<file path="config.mk">
export PLATFORM = sky130hd
export DESIGN_NAME = reg_file_wr_arbiter
export DESIGN_NICKNAME = d
export VERILOG_FILES = /design/src/rtl/cgra_pkg.sv /design/src/rtl/rr_arbiter.sv /design/src/rtl/reg_file_wr_arbiter.sv
export SDC_FILE = /design/constraint.sdc
export NUM_CORES = 1
export LEC_CHECK = 0
export BUFFER_PORTS_ARGS = -buffer_cell sky130_fd_sc_hd__buf_2
export CAP_MARGIN = 20
export CORE_MARGIN = 4
export CORE_UTILIZATION = 31
export DETAILED_ROUTE_END_ITERATION = 6
export GPL_TIMING_DRIVEN = 1
export PLACE_DENSITY = 0.69
export SLEW_MARGIN = 10
export SYNTH_ARGS = -nofsm -noshare
export SYNTH_HDL_FRONTEND = slang
export SYNTH_SLANG_ARGS = --single-unit
</file>
<file path="constraint.sdc">
create_clock -name clk_i -period 2.2 [get_ports clk_i]
set_input_delay 0.33 -clock clk_i [delete_from_list [all_inputs] [get_ports clk_i]]
set_output_delay 0.33 -clock clk_i [all_outputs]
set_load 0.01 [all_outputs]
</file>
<file path="src/rtl/cgra_pkg.sv">
// Shared CGRA types and constants: write-port arbiter state encoding and the
// round-robin successor helper.
package cgra_pkg;

    localparam int unsigned RF_ARB_N_REQ_DEFAULT = 3;

    typedef enum logic [0:0] {
        ARB    = 1'b0,
        LOCKED = 1'b1
    } rf_arb_state_t;

    // Index following id in a ring of n requesters.
    function automatic int unsigned rr_next(input int unsigned id, input int unsigned n);
        return (id + 1 >= n) ? 0 : id + 1;
    endfunction

endpackage

</file>
<file path="src/rtl/rr_arbiter.sv">
// Combinational round-robin arbiter: grants the first set req bit at or after
// ptr, wrapping around. Outputs a one-hot grant and its index.
module rr_arbiter #(
    parameter int unsigned N    = 3,
    parameter int unsigned ID_W = $clog2(N)
) (
    input  logic [N-1:0]    req,
    input  logic [ID_W-1:0] ptr,
    output logic [N-1:0]    gnt,
    output logic [ID_W-1:0] gnt_id
);

    logic found;

    always_comb begin
        gnt    = '0;
        gnt_id = '0;
        found  = 1'b0;
        // First pass covers [ptr, N-1], second pass wraps to [0, ptr-1].
        for (int i = 0; i < int'(N); i++) begin
            if (!found && req[i] && (i >= int'(ptr))) begin
                found  = 1'b1;
                gnt[i] = 1'b1;
                gnt_id = ID_W'(i);
            end
        end
        for (int i = 0; i < int'(N); i++) begin
            if (!found && req[i] && (i < int'(ptr))) begin
                found  = 1'b1;
                gnt[i] = 1'b1;
                gnt_id = ID_W'(i);
            end
        end
    end

endmodule

</file>
<file path="src/rtl/reg_file_wr_arbiter.sv">
// Round-robin arbiter sharing a reg_file write port among N_REQ producers, with a
// ce-gated registered output stage. Optional burst lock: CGRA_RF_ARB_LOCK_EN.
module reg_file_wr_arbiter
    import cgra_pkg::*;
#(
    parameter int unsigned N_REQ         = RF_ARB_N_REQ_DEFAULT,
    parameter int unsigned REGFILE_DEPTH = 4,
    parameter int unsigned REGFILE_NSEL  = $clog2(REGFILE_DEPTH),
    parameter int unsigned REGFILE_WIDTH = 32,
    parameter int unsigned ID_W          = $clog2(N_REQ)
) (
    input  logic                                 clk_i,
    input  logic                                 rst_i,
    input  logic                                 ce_i,
    input  logic [N_REQ-1:0]                     req_valid_i,
    output logic [N_REQ-1:0]                     req_ready_o,
    input  logic [N_REQ-1:0][REGFILE_NSEL-1:0]   req_wsel_i,
    input  logic [N_REQ-1:0][REGFILE_WIDTH-1:0]  req_data_i,
    input  logic [N_REQ-1:0]                     req_lock_i,
    output logic                                 rf_we_o,
    output logic [REGFILE_NSEL-1:0]              rf_wsel_o,
    output logic [REGFILE_WIDTH-1:0]             rf_data_o,
    output logic [ID_W-1:0]                      grant_id_o
);

    logic [ID_W-1:0]          rr_ptr_q, rr_ptr_d;
    logic [N_REQ-1:0]         arb_req;
    logic [N_REQ-1:0]         gnt;
    logic [ID_W-1:0]          gnt_id;
    logic [ID_W-1:0]          next_ptr;
    logic                     hs;

    logic                     rf_we_q;
    logic [REGFILE_NSEL-1:0]  rf_wsel_q;
    logic [REGFILE_WIDTH-1:0] rf_data_q;
    logic [ID_W-1:0]          grant_id_q;

    rr_arbiter #(
        .N    (N_REQ),
        .ID_W (ID_W)
    ) u_rr_arbiter (
        .req    (arb_req),
        .ptr    (rr_ptr_q),
        .gnt    (gnt),
        .gnt_id (gnt_id)
    );

    // Ready is suppressed while stalled or in reset so no handshake can slip through.
    assign req_ready_o = (ce_i && !rst_i) ? gnt : '0;
    assign hs          = |(req_valid_i & req_ready_o);
    assign next_ptr    = ID_W'(rr_next(32'(gnt_id), N_REQ));

`ifdef CGRA_RF_ARB_LOCK_EN
    rf_arb_state_t    state_q, state_d;
    logic [ID_W-1:0]  lock_id_q, lock_id_d;
    logic [N_REQ-1:0] lock_mask;

    always_comb begin
        lock_mask            = '0;
        lock_mask[lock_id_q] = 1'b1;
        arb_req = (state_q == LOCKED) ? (req_valid_i & lock_mask) : req_valid_i;
    end

    always_comb begin
        state_d   = state_q;
        lock_id_d = lock_id_q;
        rr_ptr_d  = rr_ptr_q;
        case (state_q)
            ARB: begin
                if (hs) begin
                    rr_ptr_d = next_ptr;
                    if (req_lock_i[gnt_id]) begin
                        state_d   = LOCKED;
                        lock_id_d = gnt_id;
                    end
                end
            end
            LOCKED: begin
                // Pointer stays frozen during the burst and resumes after the holder.
                if (!req_lock_i[lock_id_q]) begin
                    state_d  = ARB;
                    rr_ptr_d = ID_W'(rr_next(32'(lock_id_q), N_REQ));
                end
            end
            default: state_d = ARB;
        endcase
    end

    always_ff @(posedge clk_i) begin
        if (rst_i) begin
            state_q   <= ARB;
            lock_id_q <= '0;
        end else begin
            state_q   <= state_d;
            lock_id_q <= lock_id_d;
        end
    end
`else
    logic unused_lock;

    assign arb_req     = req_valid_i;
    assign rr_ptr_d    = hs ? next_ptr : rr_ptr_q;
    assign unused_lock = ^req_lock_i;
`endif

    always_ff @(posedge clk_i) begin
        if (rst_i) begin
            rr_ptr_q <= '0;
        end else begin
            rr_ptr_q <= rr_ptr_d;
        end
    end

    // Output stage freezes while ce_i=0 so the held write commits exactly once.
    always_ff @(posedge clk_i) begin
        if (rst_i) begin
            rf_we_q    <= 1'b0;
            rf_wsel_q  <= '0;
            rf_data_q  <= '0;
            grant_id_q <= '0;
        end else if (ce_i) begin
            rf_we_q <= hs;
            if (hs) begin
                rf_wsel_q  <= req_wsel_i[gnt_id];
                rf_data_q  <= req_data_i[gnt_id];
                grant_id_q <= gnt_id;
            end
        end
    end

    assign rf_we_o    = rf_we_q;
    assign rf_wsel_o  = rf_wsel_q;
    assign rf_data_o  = rf_data_q;
    assign grant_id_o = grant_id_q;

endmodule

</file>
==> summary.txt <==
clk slew on worst S/H paths = 0.07 ns
Mapped Area = 1655 um2
WL/cell = 15.46 um
Max Root-Sink Buffers = 2
commonest non-fill, non-tap cell in the layout = buf_2
initial antenna violation count = 0
pwr/cell area = 627.7 nW/um2
Peak VDD IR = 251.9 uV
Synth area leaders = dfxtp_1 (47%), a221o_1 (21%), a22o_1 (18%)
CP startpoint = rr_ptr_q[1]
crit path cell chain = nand2b_1, o22ai_1, nor2_2, buf_2
CTS tree = done
Num CTS Buffers = 5
synth unique cells = 20
Port Buf Inserts = 147
Via density = 5.054
min Tclk post-route = 1.800 ns
Via Count = 1855
Adder-Cell Fraction of Synth Area = 0
die area = 6573 um2
critical-path maximum fanout = 9
Post-CTS Hold Buffers = 0
Seq/Total Area, Yosys = 0.4717
final net count = 408
layout cell share with drive strength beyond 1 = 0.5589
# Post-CTS Setup Buffers = 0
Core Rows = 26
P_leak = 0.001338 uW
Tot Pwr = 1606 uW
first-pass GRT wire length = 8611 um
grt ovf = 0
CP startpoint kind = register
RSZ-0062 raised after global routing = no
syn_nets = 260
r2r endpoint = rf_data_o[20]
Reg-to-Reg Start = rr_ptr_q[1]
Routed Antenna Nets = 0
Remaining DRCs = 0
number of global-route vias before repair = 1848
Layout Skew = 0.004761 ns
Crit. End Element = output port
# IOs = 151
Syn Area/Cell = 11.11 um2
Final Max Tran Viols = 0
HP Class = in -> reg
worst slew pin tran = 0.3932 ns
Synth Area in Compound Gates = 0.4225
chip width = 81.08 um
H-tree levels = 2
root buffer cell = clkbuf_8
detailed placement HPWL = 4388 um
global placer's final weighted congestion = 0.7253
first drt pass iteration count = 4
Hold Fails Final Rpt = 0
largest net degree at the start of global routing = 23
final setup TNS = 0 ns
r2r setup slk = 0.61 ns
Initial Utilization = 0.3221
fin crit share = 0.8184
total track usage = 0.1706
largest family of logic cells by synthesized area = compound AO/OA/AOI/OAI gates
CORE AREA = 5140 um2
Final WS setup = 0.3996 ns
Synth top area share = 0.4717
Synth Area in XOR/XNOR = 0
pre-CTS WS = 0.5235 ns
FF-to-FF path depth = 5
Mapped Cells = 149
biggest area consumer among synthesized cells = dfxtp_1
crit path capture = req_ready_o[0]
outcome = finished clean
synthesized-area fraction occupied by and/or/nand/nor cells = 0.05593
Detailed Route WL = 5674 um
Final Setup Violations = 0
Critical-path top delay cell = dfxtp_1
Sink Count = 39
Slew HR = 0.7376
YS warnings = 0
Fmax = 0.5554 GHz
multiplexer share of the synthesized area = 0
most frequent cells in the layout = buf_2 (147), dfxtp_1 (39), a22o_1 (34), a221o_1 (34), buf_4 (9)
max cap viols = 0
critical path class = reg -> out
Die Height = 81.08 um
drt first-iter violations = 50
FF+latch count, synth = 39
CP peak stage delay = 0.41 ns
critical path arrival = 1.47 ns
area grow syn2layout = 54.57%
Worst Path Required = 1.87 ns
n_diodes = 0
CTS resizes = 0
worst skew pair latency = 0.28 ns
Yosys cell counts:
library cell and number:
nand2b_1 2, a21oi_2 1, a221o_1 34, nor4_1 2
o2111a_1 1, a21oi_1 5, nand2_1 4, buf_2 9
a22o_1 34, o22ai_1 1, nor2_1 5, buf_6 2
nor2_2 1, or3_1 1, nor2b_2 1, and2_1 1
o211a_1 1, dfxtp_1 39, nor2b_1 1, clkbuf_1 4
power by group:
group | total, uW | switching, uW | internal [uW]
clock | 483 | 237 | 246
combinational | 328 | 147 | 182
sequential | 795 | 30.6 | 765
total | 1610 | 414 | 1190
cell families (layout without fill, tap and decap cells):
logic type | Yosys count | in the layout
AOI/OAI and AO/OA | 77 | 77
and+or+nand+nor | 18 | 18
buffers and inverters | 15 | 163
DFF | 39 | 39
flip-flops by register name, indices dropped and copies added (netlist names):
register and cells:
grant_id_o 2, rr_ptr_q 2, rf_wsel_o 2, rf_data_o 32, rf_we_o 1
area by class of cell:
type | instances | area, um2
Clock inverter | 1 | 5.005
Timing Repair Buffer | 156 | 803.3
Multi-Input combinational cell | 95 | 799.5
Tap cell | 70 | 87.58
Clock buffer | 6 | 82.58
Sequential cell | 39 | 780.7
Fill cell | 506 | 2581
per-layer routing:
metal | GRT usage | share of wire | up-vias
met5 | 0 | 0 | -
met4 | 0.06419 | 0.011 | 0
met3 | 0.05876 | 0.10 | 4
met2 | 0.2742 | 0.46 | 105
met1 | 0.2102 | 0.42 | 830
li1 | - | - | 916
critical path, delay by kind of cell (launching register included):
family | cells | cell delay [ns]
flip-flops | 1 | 0.41
buffers and inverters | 1 | 0.21
AND/OR/NAND/NOR | 2 | 0.50
AO/OA/AOI/OAI | 1 | 0.08
worst min path at each step:
stage / startpoint / to / slack [ns] / depth (start not counted)
finish: req_data_i[93] / rf_data_o[29] / 0.26 / 2
global route: req_data_i[24] / rf_data_o[24] / 0.25 / 2
CTS: req_data_i[93] / rf_data_o[29] / 0.25 / 2
detailed placement: rf_we_o / rf_we_o / 0.46 / 2
global placement: rf_we_o / rf_we_o / 0.46 / 2
floorplan: req_data_i[64] / rf_data_o[0] / 0.47 / 1
through the flow:
| step | instances | utilization | area, um2 | hold WS (ns) |
|---|---|---|---|---|
| global route | 367 | 0.4978 | 2559 | 0.2473 |
| finish | 367 | 0.4978 | 2559 | 0.2621 |
| CTS | 367 | 0.4978 | 2559 | 0.2520 |
| detailed placement | 360 | 0.4808 | 2471 | 0.4563 |
| floorplan | 149 | - | 1655 | 0.4678 |
| global placement | 360 | 0.4808 | 2471 | 0.4568 |
Power figures use the tool's default switching activity.
